`src/rtl/output_display_module.sv`:
```
// output_display_module
//   Captures an 8-bit value on a load strobe and converts it to BCD with a
//   sequential double-dabble, one shift per clock. The result drives a 4-digit
//   multiplexed common-anode 7-segment display. The display digit registers
//   change only on a commit, so a value is never shown half-converted.
//   Config macro: SIGNED_DISPLAY_EN. When defined, data is two's complement
//   and digit 3 shows a minus sign for negative values.
// Ports
//   clk  : system clock
//   rst  : synchronous active-low reset
//   load : 1-cycle strobe; data holds a new value
//   data : value to display
//   busy : a conversion is in progress or a value is pending
//   seg  : segments {g,f,e,d,c,b,a}, active-low
//   an   : digit enables, active-low one-hot; an[0] is the units digit
module output_display_module #(
    parameter int unsigned SCAN_DIV      = 50000,
    parameter int unsigned LEADING_BLANK = 1
) (
    input  logic       clk,
    input  logic       rst,
    input  logic       load,
    input  logic [7:0] data,
    output logic       busy,
    output logic [6:0] seg,
    output logic [3:0] an
);
    localparam int unsigned CNT_W = (SCAN_DIV > 2) ? $clog2(SCAN_DIV) : 1;
    localparam logic [6:0]  SEG_BLANK = 7'b1111111;
    localparam logic [6:0]  SEG_MINUS = 7'b0111111;
    localparam logic [6:0]  SEG_ZERO  = 7'b1000000;

    typedef enum logic [1:0] {S_IDLE, S_CONVERT, S_COMMIT} state_t;

    state_t           r_state;
    logic [19:0]      r_shift;       // {hundreds, tens, units, binary}
    logic [2:0]       r_bits;
    logic [7:0]       r_pend;
    logic             r_pend_valid;
    logic [3:0][6:0]  r_dig;
    logic [CNT_W-1:0] r_cnt;
    logic [1:0]       r_idx;
`ifdef SIGNED_DISPLAY_EN
    logic             r_neg;
`endif

    logic [19:0]      w_adj;
    logic [3:0][6:0]  w_dig;
    logic [1:0]       w_idx_nxt;
    logic [7:0]       w_start_val;

    // Standard digit patterns; anything else renders blank.
    function automatic logic [6:0] f_seg7(input logic [3:0] d);
        case (d)
            4'd0:    f_seg7 = 7'b1000000;
            4'd1:    f_seg7 = 7'b1111001;
            4'd2:    f_seg7 = 7'b0100100;
            4'd3:    f_seg7 = 7'b0110000;
            4'd4:    f_seg7 = 7'b0011001;
            4'd5:    f_seg7 = 7'b0010010;
            4'd6:    f_seg7 = 7'b0000010;
            4'd7:    f_seg7 = 7'b1111000;
            4'd8:    f_seg7 = 7'b0000000;
            4'd9:    f_seg7 = 7'b0010000;
            default: f_seg7 = SEG_BLANK;
        endcase
    endfunction

    // Magnitude of the captured value; -128 maps to 128 as unsigned.
    function automatic logic [7:0] f_mag(input logic [7:0] v);
`ifdef SIGNED_DISPLAY_EN
        f_mag = v[7] ? 8'(~v + 8'd1) : v;
`else
        f_mag = v;
`endif
    endfunction

    // Add-3 correction on every BCD nibble that is 5 or more, ahead of the shift.
    always_comb begin
        w_adj = r_shift;
        for (int h = 0; h < 3; h++) begin
            if (r_shift[8 + 4*h +: 4] >= 4'd5)
                w_adj[8 + 4*h +: 4] = r_shift[8 + 4*h +: 4] + 4'd3;
        end
    end

    // Display patterns for the finished BCD result, including leading blanks.
    always_comb begin
        w_dig[0] = f_seg7(r_shift[11:8]);
        w_dig[1] = f_seg7(r_shift[15:12]);
        w_dig[2] = f_seg7(r_shift[19:16]);
        w_dig[3] = SEG_BLANK;
        if (LEADING_BLANK != 0) begin
            if (r_shift[19:16] == 4'd0) begin
                w_dig[2] = SEG_BLANK;
                if (r_shift[15:12] == 4'd0)
                    w_dig[1] = SEG_BLANK;
            end
        end
`ifdef SIGNED_DISPLAY_EN
        if (r_neg)
            w_dig[3] = SEG_MINUS;
`endif
    end

    // A load on the commit edge is newer than anything pending, so it wins.
    assign w_start_val = load ? data : r_pend;
    assign w_idx_nxt   = r_idx + 2'd1;

    // Control FSM: capture, shift, commit, and chain into the pending value.
    always_ff @(posedge clk) begin
        if (!rst) begin
            r_state      <= S_IDLE;
            r_shift      <= '0;
            r_bits       <= '0;
            r_pend       <= '0;
            r_pend_valid <= 1'b0;
            busy         <= 1'b0;
            r_dig        <= {SEG_BLANK, SEG_BLANK, SEG_BLANK, SEG_ZERO};
`ifdef SIGNED_DISPLAY_EN
            r_neg        <= 1'b0;
`endif
        end else begin
            case (r_state)
                S_IDLE: begin
                    if (load) begin
                        r_shift <= {12'd0, f_mag(data)};
                        r_bits  <= '0;
                        busy    <= 1'b1;
                        r_state <= S_CONVERT;
`ifdef SIGNED_DISPLAY_EN
                        r_neg   <= data[7];
`endif
                    end
                end
                S_CONVERT: begin
                    r_shift <= w_adj << 1;
                    r_bits  <= r_bits + 3'd1;
                    if (r_bits == 3'd7)
                        r_state <= S_COMMIT;
                    if (load) begin
                        r_pend       <= data;
                        r_pend_valid <= 1'b1;
                    end
                end
                S_COMMIT: begin
                    r_dig <= w_dig;
                    if (load || r_pend_valid) begin
                        r_shift      <= {12'd0, f_mag(w_start_val)};
                        r_bits       <= '0;
                        r_pend_valid <= 1'b0;
                        r_state      <= S_CONVERT;
`ifdef SIGNED_DISPLAY_EN
                        r_neg        <= w_start_val[7];
`endif
                    end else begin
                        busy    <= 1'b0;
                        r_state <= S_IDLE;
                    end
                end
                default: r_state <= S_IDLE;
            endcase
        end
    end

    // Free-running scan; an and seg move together at each wrap.
    always_ff @(posedge clk) begin
        if (!rst) begin
            r_cnt <= '0;
            r_idx <= '0;
            an    <= 4'b1110;
            seg   <= SEG_ZERO;
        end else if (r_cnt == CNT_W'(SCAN_DIV - 1)) begin
            r_cnt <= '0;
            r_idx <= w_idx_nxt;
            an    <= ~(4'b0001 << w_idx_nxt);
            seg   <= r_dig[w_idx_nxt];
        end else begin
            r_cnt <= r_cnt + CNT_W'(1);
        end
    end
endmodule

```
`config.mk`:
```
export PLATFORM = sky130hd
export DESIGN_NAME = output_display_module
export DESIGN_NICKNAME = d
export VERILOG_FILES = /design/src/rtl/output_display_module.sv
export SDC_FILE = /design/constraint.sdc
export NUM_CORES = 1
export LEC_CHECK = 0
export CORE_ASPECT_RATIO = 0.8
export CORE_MARGIN = 1
export CORE_UTILIZATION = 50
export CTS_CLUSTER_SIZE = 30
export DETAILED_ROUTE_END_ITERATION = 10
export PLACE_DENSITY = 0.68
export SKIP_LAST_GASP = 1
export SLEW_MARGIN = 20
export SYNTH_ARGS = -nofsm -noshare
export SYNTH_HDL_FRONTEND = slang
export SYNTH_SLANG_ARGS = --single-unit
```
`constraint.sdc`:
```
create_clock -name clk -period 7.9 [get_ports clk]
set_clock_uncertainty 0.05 [all_clocks]
set_input_delay 0.79 -clock clk [delete_from_list [all_inputs] [get_ports clk]]
set_output_delay 0.79 -clock clk [all_outputs]
set_load 0.01 [all_outputs]
```
======== Yosys cells after proc, flatten, opt, wreduce, memory -nomap -nowiden ========
Memories as Yosys holds them, arrays and structs flattened. A register that Yosys moved wholly into a read port is not among the register bits.
Index checks and enable logic that the tools add are counted.
cells by class
  magnitude comparators ................... 4
  bitwise operators ....................... 2
  equality and inequality tests ........... 9
  muxes and demuxes ....................... 27
  reduce and logical (&&, ||, !) cells .... 13
  $add $sub $neg .......................... 6
  shifts and indexed selects .............. 1
operator list
  operator                 number
  $pmux W20 S3             1
  $mux W20                 2
  $mux W4                  6
  $add A16 B1 Y16 const B  1
  $eq A16 B16 Y1 const B   1
  $bmux W7 S2              1
  $mux W14                 1
  $mux W7                  2
  $ge A4 B3 Y1 const B     3
  $ne A2 B2 Y1 const B     5
  $mux W3                  3
  $pmux W3 S3              1
  $reduce_and A3 Y1        3
  $add A4 B2 Y4 const B    2
  $logic_not A4 Y1         2
  $mux W8                  1
  $pmux W2 S3              1
  $mux W1                  4
  $mux W2                  2
  $not A4 Y4               1
  $pmux W1 S2              2
  $reduce_bool A2 Y1       2
  $shl A1 B2 Y4 const A    1
  $add A3 B1 Y3 const B    1
  13 further kinds         13
word-level totals
  input bits .............................. 11
  memories kept ........................... 3
  output and inout port bits .............. 12
  word-level logic and storage cells ...... 77
  ROM bits ................................ 336
  bits in registers ....................... 78
memory list
  memory            depth  bits a word  read ports  clocked after memory_dff  write ports  line  RTL
  (name not given)  16     7            1           1                         0            54    case (d)
  (name not given)  16     7            1           1                         0            54
  (name not given)  16     7            1           1                         0            54

======== Longest topological paths before layout ========
  depth in word-level cells ............... 5
  depth in mapped cells ................... 12
  mapped depth without buffers ............ 11

======== Least setup slack after synthesis ========
Ideal clock, no wire load.
  path kind ............................... input -> register
  start point ............................. input port load
  end point ............................... register with a tool-made name
  library setup time ...................... 0.122 ns
  slack ................................... 5.072 ns
  cell stages on the path ................. 9
  path buffers ............................ 1
  data required time ...................... 7.728 ns
  arrival time ............................ 2.656 ns
  cell sequence ........................... buf_4 or3b_1 nand4_4 a21oi_1 o21ai_0 ha_1 inv_1 nor2_1 a221o_1
RTL lines
  element             line  RTL
  start: declaration  22    input logic load,

==> qor.yml <==
detail_route.wirelength_um: 10800
yosys_warnings: 0
route.detailed.drc: 0
ys_seq_elements: 99
grt_first_pass_wirelength_um: 18600
syn_area_per_cell_um2: 8.70
maximum_single_stage_delay_on_the_critical_path_ns: 0.59
first_global_vias: 3867
tightestPinTransition_ns: 0.924
netlist_area_mm2: 0.00504
tritoncts: "done"
grt_setup_unrepaired: "false"
timing.critical_path.fanout_max: 27
layout_worst_path_cycle_share: 0.454
drv_slew: 0
drt_first_pass_iters: 5
post-layout-total-power_uw: 1230
p_per_area_mw_per_mm2: 219
synthArstFlopShare: 0
pin_count: 23
crit_path_end_kind: "register"
synthesis.nets: 622
final_period_minus_worst_setup_slack_ns: 3.58
drive_above_1_share: 0.0780
multiInputGateArea_mm2: 0.00281
cp-start-kind: "input port"
antennaDiodeCount: 0
ant_nets: 0
die_width_um: 114
maximum_number_of_pins_on_one_net_before_global_route_repair: 43
path_delay_family: "simple AND/OR/NAND/NOR gates"
min_path_type: "reg2reg"
globalRoute.totalOverflow: 0
final.fill_count: 854
vias: 4078
synth_seq_area_share: 0.393
dominantRegCellSynth: "dfxtp_1"
total_leakage_power_uw: 0.00210
synth_cell_type_count: 67
crit_path_cell_trace: "clkdlybuf4s50_1 -> buf_4 -> nand2b_1 -> nand3_1 -> o41ai_2 -> and2_1 -> inv_1 -> ha_1 -> and2_1 -> a221o_1"
cp_num_buf_inv: 3
synth_enable_flop_cells: 0
total_half_perimeter_wirelength_after_legalization_and_detailed_placement_um: 7350
row_count: 32
fp.dieArea_mm2: 0.0105
area_after_dpl_mm2: 0.00534
cp.arrival_ns: 3.76
core_region_area_mm2: 0.00973
critPathRequiredTime_ns: 8.08
layout.nets: 627
timing_hold_violations_final: 0
max-slew-margin-rel: 0.384
postCtsResizedCells: 0
cts.sink_count: 99
synthToLayoutAreaGrowth_pct: 11.5
finish.instance_area_mm2: 0.00563
ir_drop_mv: 0.0903
setup_viol: 0
critical_path.slowest_cell: "o41ai_2"
clock_tree.buffer_depth: 2
cts_root_buffer: "clkbuf_16"
floorplan.initialDensity: 0.519
count_of_routing_violations_after_the_opening_detailed_route_iteration: 293
grt_usage: 0.222
regArea_mm2: 0.00198
viasPerCell: 5.62
io_buffers: 22
cts-buffers-inserted: 9
outcome: "finished, final reports clean"
wl_per_cell_um: 14.8
number_of_antenna_violations_at_the_first_check_in_global_routing: 0
timing_worst_setup_path_type: "in2reg"
htree_levels: 3
die-height_um: 91.8
timing.critical_path.mode_cell: "and2_1"
path_clk_slew_ns: 0.07
cts.repair_timing.setup_buffer_count: 0
place_congestion: 0.847
cts_hold_buffers: 0
max_freq_ghz: 0.279
tns_ns: 0
worst_skew_pair_later_pin_latency_ns: 0.34
synthesis.instances: 580
cap_viol_max_count: 0
[routing by layer]
| layer | track usage | wire, um | vias to the layer above |
|---|---|---|---|
| met3 | 0.0436 | 322 | 10 |
| met2 | 0.341 | 4650 | 69 |
| li1 | - | - | 2086 |
| met1 | 0.311 | 5670 | 1913 |
| met4 | 0.0747 | 112 | 0 |
| met5 | 0 | 0 | - |
[layout make-up]
| class | count | share of cell area |
|---|---|---|
| clock inverter | 5 | 0.00667 |
| inverter | 27 | 0.0180 |
| timing repair buffer | 29 | 0.0485 |
| multi-input combinational | 419 | 0.499 |
| tap | 136 | 0.0302 |
| clock buffer | 11 | 0.0449 |
| sequential | 99 | 0.352 |
[tightest hold or removal path, stage by stage, from the launching register on]
cell	delay, ns
dfxtp_1	0.31
o22ai_1	0.06
nand2_1	0.06
[final timing paths]
check / slack [ns] / depth (start not counted) / to / from
hold / removal: 0.40 / 2 / r_dig[12] / register
hold reg to reg: 0.40 / 2 / r_dig[12] / register
setup reg to reg: 4.51 / 10 / register / r_state[1]
setup / recovery: 4.32 / 10 / register / load
[synthesized netlist by cell type, drive strengths merged (9+ instances only)]
| library cell | number | area (um^2) |
|---|---|---|
| and2 | 12 | 77.6 |
| xor2 | 10 | 87.6 |
| buf | 13 | 68.8 |
| a211oi | 15 | 113 |
| nand2 | 58 | 218 |
| a221oi | 11 | 96.3 |
| ha | 31 | 388 |
| and3 | 11 | 68.8 |
| nand3 | 20 | 100 |
| a22o | 9 | 78.8 |
| nand2b | 9 | 56.3 |
| nor2 | 61 | 229 |
| clkbuf | 22 | 82.6 |
| o21ai | 17 | 88.8 |
| inv | 25 | 93.8 |
| a21oi | 34 | 170 |
| dfxtp | 99 | 1980 |
| o22ai | 23 | 144 |
[cells in the final DEF, fill, tap and decap left out, types with 4 or more instances in the layout]
cell,instances
nor3b_1,4
and2_1,11
nor4_1,5
nand2b_1,9
o31ai_1,6
mux2_2,6
buf_4,7
nand2_1,58
clkdlybuf4s50_1,22
inv_1,25
a21oi_1,34
o211ai_1,8
a221oi_1,11
dfxtp_1,99
clkbuf_16,9
xnor2_1,7
a22o_1,9
o22ai_1,23
ha_1,31
mux2i_1,8
xor2_1,10
and3_1,11
a211oi_1,15
nand3_1,20
o21ai_0,15
nor2_1,61
[stage by stage]
step / util / cells / setup WS, ns / hold slack, ns
after floorplan: - / 580 / 5.07 / 0.379
after global placement: 0.548 / 710 / 4.16 / 0.387
after detailed placement: 0.548 / 710 / 3.99 / 0.389
after CTS: 0.578 / 726 / 4.35 / 0.405
after global routing: 0.578 / 726 / 4.16 / 0.432
final: 0.578 / 726 / 4.32 / 0.402
[kinds of logic (layout without fill, tap and decap cells)]
family                   after synthesis  after routing  synth area share
buffers and inverters                 62             72            0.0501
flip-flops                            99             99             0.393
adder cells (fa/ha/maj)               31             31            0.0769
AO/OA/AOI/OAI                        149            149             0.211
AND/OR/NAND/NOR                      208            208             0.210
XOR/XNOR                              17             17            0.0295
multiplexers                          14             14            0.0293
[report_power, final]
group,switching (uW),leakage (uW),internal [uW]
clock,189,0.000138,231
combinational,165,0.00116,87.6
sequential,23.2,0.000802,534
total,377,0.00210,853
Power figures use the tool's default switching activity.
